$ cat src/rtl/pipe_ctrl_pkg.sv
// Shared types and constants for the pipeline hazard controller.
package pipe_ctrl_pkg;

    typedef enum logic [1:0] {
        ST_RUN      = 2'd0,
        ST_MEM_WAIT = 2'd1,
        ST_FLUSH    = 2'd2
    } state_e;

    localparam int STG_PC     = 0;
    localparam int STG_IF2ID  = 1;
    localparam int STG_ID2EX  = 2;
    localparam int STG_EX2MEM = 3;
    localparam int STG_MEM2WB = 4;

    // Width of a down/up counter that must hold values 0..n (at least 1 bit).
    function automatic int cnt_w(input int n);
        return (n < 2) ? 1 : $clog2(n + 1);
    endfunction

endpackage

$ cat src/rtl/pipe_ctrl_hazard.sv
// Load-use comparator: the load in Ex writes a register the Id instruction reads.
module pipe_ctrl_hazard #(
    parameter int REG_AW = 5
) (
    input  logic              i_ex_is_load,
    input  logic [REG_AW-1:0] i_ex_rd,
    input  logic [REG_AW-1:0] i_rs1,
    input  logic              i_rs1_en,
    input  logic [REG_AW-1:0] i_rs2,
    input  logic              i_rs2_en,
    output logic              o_load_use
);

    logic w_rs1_hit;
    logic w_rs2_hit;

    assign w_rs1_hit  = i_rs1_en && (i_rs1 == i_ex_rd);
    assign w_rs2_hit  = i_rs2_en && (i_rs2 == i_ex_rd);
    // x0 is hardwired to zero, so a load targeting it never creates a dependency.
    assign o_load_use = i_ex_is_load && (i_ex_rd != '0) && (w_rs1_hit || w_rs2_hit);

endmodule

$ cat src/rtl/pipe_ctrl.sv
// Pipeline hazard controller: jump redirect/flush, load-use interlock, memory-wait stall, watchdog.
// Performance counters are built only when PIPE_CTRL_PERF_EN is defined.
module pipe_ctrl
    import pipe_ctrl_pkg::*;
#(
    parameter int STAGES       = 5,
    parameter int ADDR_W       = 64,
    parameter int REG_AW       = 5,
    parameter int FLUSH_CYCLES = 1,
    parameter int MAX_STALL    = 255
) (
    input  logic              Clk,
    input  logic              Rst,
    input  logic              JumpFlagFromEx,
    input  logic [ADDR_W-1:0] JumpAddrFromEx,
    input  logic              ExIsLoad,
    input  logic [REG_AW-1:0] ExRdAddr,
    input  logic [REG_AW-1:0] IdRs1Addr,
    input  logic              IdRs1ReadEnable,
    input  logic [REG_AW-1:0] IdRs2Addr,
    input  logic              IdRs2ReadEnable,
    input  logic              MemReq,
    input  logic              MemReady,
    output logic              JumpFlagToPc,
    output logic [ADDR_W-1:0] JumpAddrToPc,
    output logic [STAGES-1:0] StallOut,
    output logic [STAGES-1:0] FlushOut,
    output logic              Timeout,
    output logic [31:0]       PerfStallCnt,
    output logic [31:0]       PerfFlushCnt,
    output logic [31:0]       PerfLoadUseCnt
);

    localparam int FC_W = cnt_w(FLUSH_CYCLES);
    localparam int WD_W = cnt_w(MAX_STALL);

    state_e          r_state, w_next_state;
    state_e          r_saved_state, w_saved_state_nxt;
    logic [FC_W-1:0] r_flush_cnt, w_flush_cnt_nxt;
    logic [FC_W-1:0] r_saved_cnt, w_saved_cnt_nxt;
    logic [WD_W-1:0] r_wd_cnt, w_wd_cnt_nxt;
    logic            r_timeout;

    logic w_load_use;
    logic w_mem_stall;
    logic w_jump;
    logic w_flush_slot;
    logic w_lu_acc;
    logic w_wd_fire;

    pipe_ctrl_hazard #(
        .REG_AW (REG_AW)
    ) u_hazard (
        .i_ex_is_load (ExIsLoad),
        .i_ex_rd      (ExRdAddr),
        .i_rs1        (IdRs1Addr),
        .i_rs1_en     (IdRs1ReadEnable),
        .i_rs2        (IdRs2Addr),
        .i_rs2_en     (IdRs2ReadEnable),
        .o_load_use   (w_load_use)
    );

    always_comb begin
        w_next_state      = r_state;
        w_saved_state_nxt = r_saved_state;
        w_flush_cnt_nxt   = r_flush_cnt;
        w_saved_cnt_nxt   = r_saved_cnt;
        w_wd_cnt_nxt      = r_wd_cnt;
        w_mem_stall       = 1'b0;
        w_jump            = 1'b0;
        w_flush_slot      = 1'b0;
        w_lu_acc          = 1'b0;
        w_wd_fire         = 1'b0;
        case (r_state)
            ST_MEM_WAIT: begin
                // Ex is frozen here, so any jump or load-use re-presents after exit.
                if (MemReady) begin
                    w_next_state    = r_saved_state;
                    w_flush_cnt_nxt = r_saved_cnt;
                    w_wd_cnt_nxt    = '0;
                end else if (r_wd_cnt >= WD_W'(MAX_STALL)) begin
                    w_wd_fire       = 1'b1;
                    w_next_state    = ST_RUN;
                    w_flush_cnt_nxt = '0;
                    w_wd_cnt_nxt    = '0;
                end else begin
                    w_mem_stall  = 1'b1;
                    w_wd_cnt_nxt = r_wd_cnt + WD_W'(1);
                end
            end
            default: begin
                if (MemReq && !MemReady) begin
                    // The entry cycle is the first stall cycle the watchdog counts.
                    w_mem_stall       = 1'b1;
                    w_next_state      = ST_MEM_WAIT;
                    w_saved_state_nxt = r_state;
                    w_saved_cnt_nxt   = r_flush_cnt;
                    w_wd_cnt_nxt      = WD_W'(1);
                end else if (JumpFlagFromEx) begin
                    w_jump = 1'b1;
                    if (FLUSH_CYCLES > 1) begin
                        w_flush_cnt_nxt = FC_W'(FLUSH_CYCLES - 1);
                        w_next_state    = ST_FLUSH;
                    end else begin
                        w_flush_cnt_nxt = '0;
                        w_next_state    = ST_RUN;
                    end
                end else if (r_state == ST_FLUSH) begin
                    w_flush_slot    = 1'b1;
                    w_flush_cnt_nxt = r_flush_cnt - FC_W'(1);
                    if (r_flush_cnt <= FC_W'(1))
                        w_next_state = ST_RUN;
                end else if (w_load_use) begin
                    w_lu_acc = 1'b1;
                end
            end
        endcase
    end

    always_ff @(posedge Clk) begin
        if (Rst) begin
            r_state       <= ST_RUN;
            r_saved_state <= ST_RUN;
            r_flush_cnt   <= '0;
            r_saved_cnt   <= '0;
            r_wd_cnt      <= '0;
            r_timeout     <= 1'b0;
        end else begin
            r_state       <= w_next_state;
            r_saved_state <= w_saved_state_nxt;
            r_flush_cnt   <= w_flush_cnt_nxt;
            r_saved_cnt   <= w_saved_cnt_nxt;
            r_wd_cnt      <= w_wd_cnt_nxt;
            r_timeout     <= r_timeout | w_wd_fire;
        end
    end

    always_comb begin
        StallOut = '0;
        FlushOut = '0;
        if (w_mem_stall)
            StallOut = '1;
        if (w_lu_acc) begin
            StallOut[STG_PC]    = 1'b1;
            StallOut[STG_IF2ID] = 1'b1;
            FlushOut[STG_ID2EX] = 1'b1;
        end
        if (w_jump) begin
            FlushOut[STG_IF2ID] = 1'b1;
            FlushOut[STG_ID2EX] = 1'b1;
        end
        if (w_flush_slot)
            FlushOut[STG_IF2ID] = 1'b1;
    end

    assign JumpFlagToPc = w_jump;
    assign JumpAddrToPc = w_jump ? JumpAddrFromEx : '0;
    assign Timeout      = r_timeout | w_wd_fire;

`ifdef PIPE_CTRL_PERF_EN
    logic [31:0] r_perf_stall;
    logic [31:0] r_perf_flush;
    logic [31:0] r_perf_lu;

    always_ff @(posedge Clk) begin
        if (Rst) begin
            r_perf_stall <= '0;
            r_perf_flush <= '0;
            r_perf_lu    <= '0;
        end else begin
            if (w_mem_stall) r_perf_stall <= r_perf_stall + 32'd1;
            if (w_jump)      r_perf_flush <= r_perf_flush + 32'd1;
            if (w_lu_acc)    r_perf_lu    <= r_perf_lu + 32'd1;
        end
    end

    assign PerfStallCnt   = r_perf_stall;
    assign PerfFlushCnt   = r_perf_flush;
    assign PerfLoadUseCnt = r_perf_lu;
`else
    assign PerfStallCnt   = '0;
    assign PerfFlushCnt   = '0;
    assign PerfLoadUseCnt = '0;
`endif

endmodule

$ cat config.mk
export PLATFORM = sky130hd
export DESIGN_NAME = pipe_ctrl
export DESIGN_NICKNAME = d
export VERILOG_FILES = /design/src/rtl/pipe_ctrl_pkg.sv /design/src/rtl/pipe_ctrl_hazard.sv /design/src/rtl/pipe_ctrl.sv
export SDC_FILE = /design/constraint.sdc
export NUM_CORES = 1
export LEC_CHECK = 0
export CORE_AREA = 4 4 97 99
export DETAILED_ROUTE_END_ITERATION = 12
export DIE_AREA = 0 0 101 103
export GPL_TIMING_DRIVEN = 1
export PLACE_DENSITY = 0.85
export SYNTH_ARGS = -nofsm -noshare
export SYNTH_HDL_FRONTEND = slang
export SYNTH_SLANG_ARGS = --single-unit
$ cat constraint.sdc
create_clock -name Clk -period 2.13 [get_ports Clk]
set_input_delay 0.5325 -clock Clk [delete_from_list [all_inputs] [get_ports Clk]]
set_output_delay 0.5325 -clock Clk [all_outputs]
set_load 0.05 [all_outputs]
==> reports/qor.yml <==
violations: "negative setup slack"
ys_async_sr_fraction_pct: 0
synth_top_family_by_area: "buffers and inverters"
p_clk_share_pct: 9.8
yosysWarningCount: 0
viasPerCell: 4.25
root_buffer: "clkbuf_8"
max-cap-violations: 0
rows: 34
clk_path_buf_depth: 2
synth.most_common_cell: "buf_4"
period_needed_ns: 2.42
track_usage_pct: 14.5
syn_inst: 278
drt_iter0_markers: 75
clkLatencyLatePin_ns: 0.24
pwr_density_cell_nw_per_um2: 439
hpwlAfterDp_microns: 6460
vias: 2383
min-delay-path-class: "reg -> reg"
seqPwrFrac_pct: 11.6
overflow: 0
synth_mux_area_share_pct: 1.52
ys_seq_area_share_pct: 12.7
preCtsSetupSlack_ns: -0.551
fin_skew_ns: 0.00177
wl_per_cell_microns: 16.5
hold_depth: 2
diodes: 0
status: "finished, violations left"
core-area_sq_um: 8550
drc: 0
gp_congestion: 0.747
die_w_microns: 101
endpoint_kind: "output port"
antenna_left: 0
die_y_microns: 103
syn_area_sq_um: 2060
combPwrFrac_pct: 78.6
num-fill-cells: 671
p_leak_nw: 2.17
switchingPower_mw: 1.08
dpl_cell_area_sq_um: 4210
rsz0062_at_grt: "yes"
grt_pass1_wl_microns: 12100
ys_ff_latch: 13
synth-simple-area-share_pct: 29.1
cp-start-kind: "primary input"
drt-pass1-iter-count: 4
min_period_over_period_pct: 114
worstPathRequired_ns: 1.60
ys_types: 40
synthAdderAreaFrac_pct: 1.82
internal_power_mw: 1.10
worstSetupPathType: "in -> out"
final_hold_viol_count: 0
numCtsBuffers: 3
clock_sinks: 13
syn2layout_area_growth_pct: 142
multi_input_area_sq_um: 1770
seqCellArea_sq_um: 265
grt_pass1_vias: 2349
yosys.area.top_type: "buf_4"
setup_slack_ns: -0.293
fin_tns_setup_ns: -1.12
synth-xor-area-share_pct: 5.96
totalWireLength_microns: 9250
ys.flop_type: "dfxtp_1"
initial_core_util_pct: 24.1
io_buffers: 159
worstPathMaxFanout: 2
synth_top_area_share_pct: 37.6
synth_common_cells: "103 x buf_4, 66 x and3_1, 13 x dfxtp_1"
synth_area_per_cell_sq_um: 7.40
final_area_sq_um: 4970
switching_share_pct: 49.6
setup_viol: 23
io_pins: 259
worstRegToRegCells: 8
cts.reportedPaths.clkPinSlew_ns: 0.05
crit_arrival_ns: 1.89
cts_tree: "built"
fin_nets: 544
die_area_sq_um: 10400
layout-drive-gt1-share_pct: 46.8
synthTopCellsByArea: "buf_4 38%, and3_1 20%, dfxtp_1 13%, xor2_1 5.1%, nor2_1 2.2%"
ir_worst_vdd_uv: 255
htreeDepth: 1
clock.fmax_mhz: 413
dp_cells: 540
instances_no_fill: 561
antenna_found_initial: 0
synth_edf_count: 0
synth_compound_area_share_pct: 7.48
grt_max_degree: 42
slew_violations: 0
-- repair_timing --
action | 4_1_cts | 5_1_grt
endpoints found under the setup margin | 73 | 69
pin swaps | 20 | 15
setup buffers | 6 | 6
gates cloned | 4 | 3
gates resized for setup | 117 | 32
hold buffers | 0 | 0
-- routing by layer --
metal	part of all wire [%]	GRT usage (%)
met5	0	0
met4	1.4	3.07
met3	13	5.35
met2	56	28.7
met1	30	14.5
-- worst max-delay path, stage by stage --
cell     delay, ns
buf_6         0.09
buf_6         0.11
xor2_1        0.16
nor4_2        0.33
a32oi_2       0.23
o21ai_4       0.26
buf_12        0.17
-- metrics by stage --
step / power [mW] / hold slack (ns) / util (%)
after global placement: 1.71 / 0.470 / 49.2
final: 2.18 / 0.480 / 58.2
after global routing: 2.27 / 0.514 / 58.2
after CTS: 2.12 / 0.478 / 55.6
after detailed placement: 1.73 / 0.479 / 49.2
after floorplan: 1.26 / 0.455 / -
-- worst paths after layout --
check / start / endpoint / slack, ns
max reg2reg: r_state[1]$_SDFFE_PP0P_ / r_state[0]$_SDFFE_PP0P_ / 0.48
min: r_saved_state[1]$_SDFFE_PP0P_ / r_state[1]$_SDFFE_PP0P_ / 0.48
min reg2reg: r_saved_state[1]$_SDFFE_PP0P_ / r_state[1]$_SDFFE_PP0P_ / 0.48
max: ExRdAddr[1] / StallOut[1] / -0.29
-- power groups by stage --
| stage | Sequential, mW | Combinational, mW | Clock (mW) |
|---|---|---|---|
| 2_1_floorplan | 0.256 | 1.00 | 0 |
| 3_3_place_gp | 0.257 | 1.46 | 0 |
| 3_5_place_dp | 0.257 | 1.47 | 0 |
| 4_1_cts | 0.253 | 1.64 | 0.220 |
| 5_1_grt | 0.254 | 1.78 | 0.234 |
| 6_report | 0.254 | 1.72 | 0.213 |
-- layout by cell type (no fill, tap or decap), types with 4 or more instances in the layout --
cell,synthesis,layout
clkdlybuf4s15_1,0,4
buf_6,0,4
buf_2,2,4
buf_4,103,17
conb_1,1,99
dfxtp_2,0,4
a21oi_1,4,4
and3_4,0,64
buf_12,0,80
nor2_1,12,9
dfxtp_1,13,9
xor2_1,12,10
clkdlybuf4s50_1,0,70
o21ai_0,6,5
-- cell type report --
cell class	instances	area share [%]
inverter	3	0.226
multi-input combinational	241	35.6
sequential	13	5.33
tap	108	2.72
timing repair buffer	192	55.2
clock buffer	4	0.906
-- state kept, by name, summed over array words and instances (netlist names) --
| name | cells |
|---|---|
| r_timeout | 1 |
| r_wd_cnt | 8 |
| r_saved_state | 2 |
| r_state | 2 |
-- cell families (layout without fill, tap and decap cells) --
| group | Yosys count | after routing |
|---|---|---|
| compound gates | 23 | 23 |
| xor+xnor | 14 | 14 |
| fa+ha+maj | 3 | 3 |
| buf+inv | 122 | 199 |
| flops | 13 | 13 |
| mux | 3 | 3 |
| other cells | 1 | 99 |
| simple gates | 99 | 99 |
Note: power is estimated with default switching activity, not from simulation.
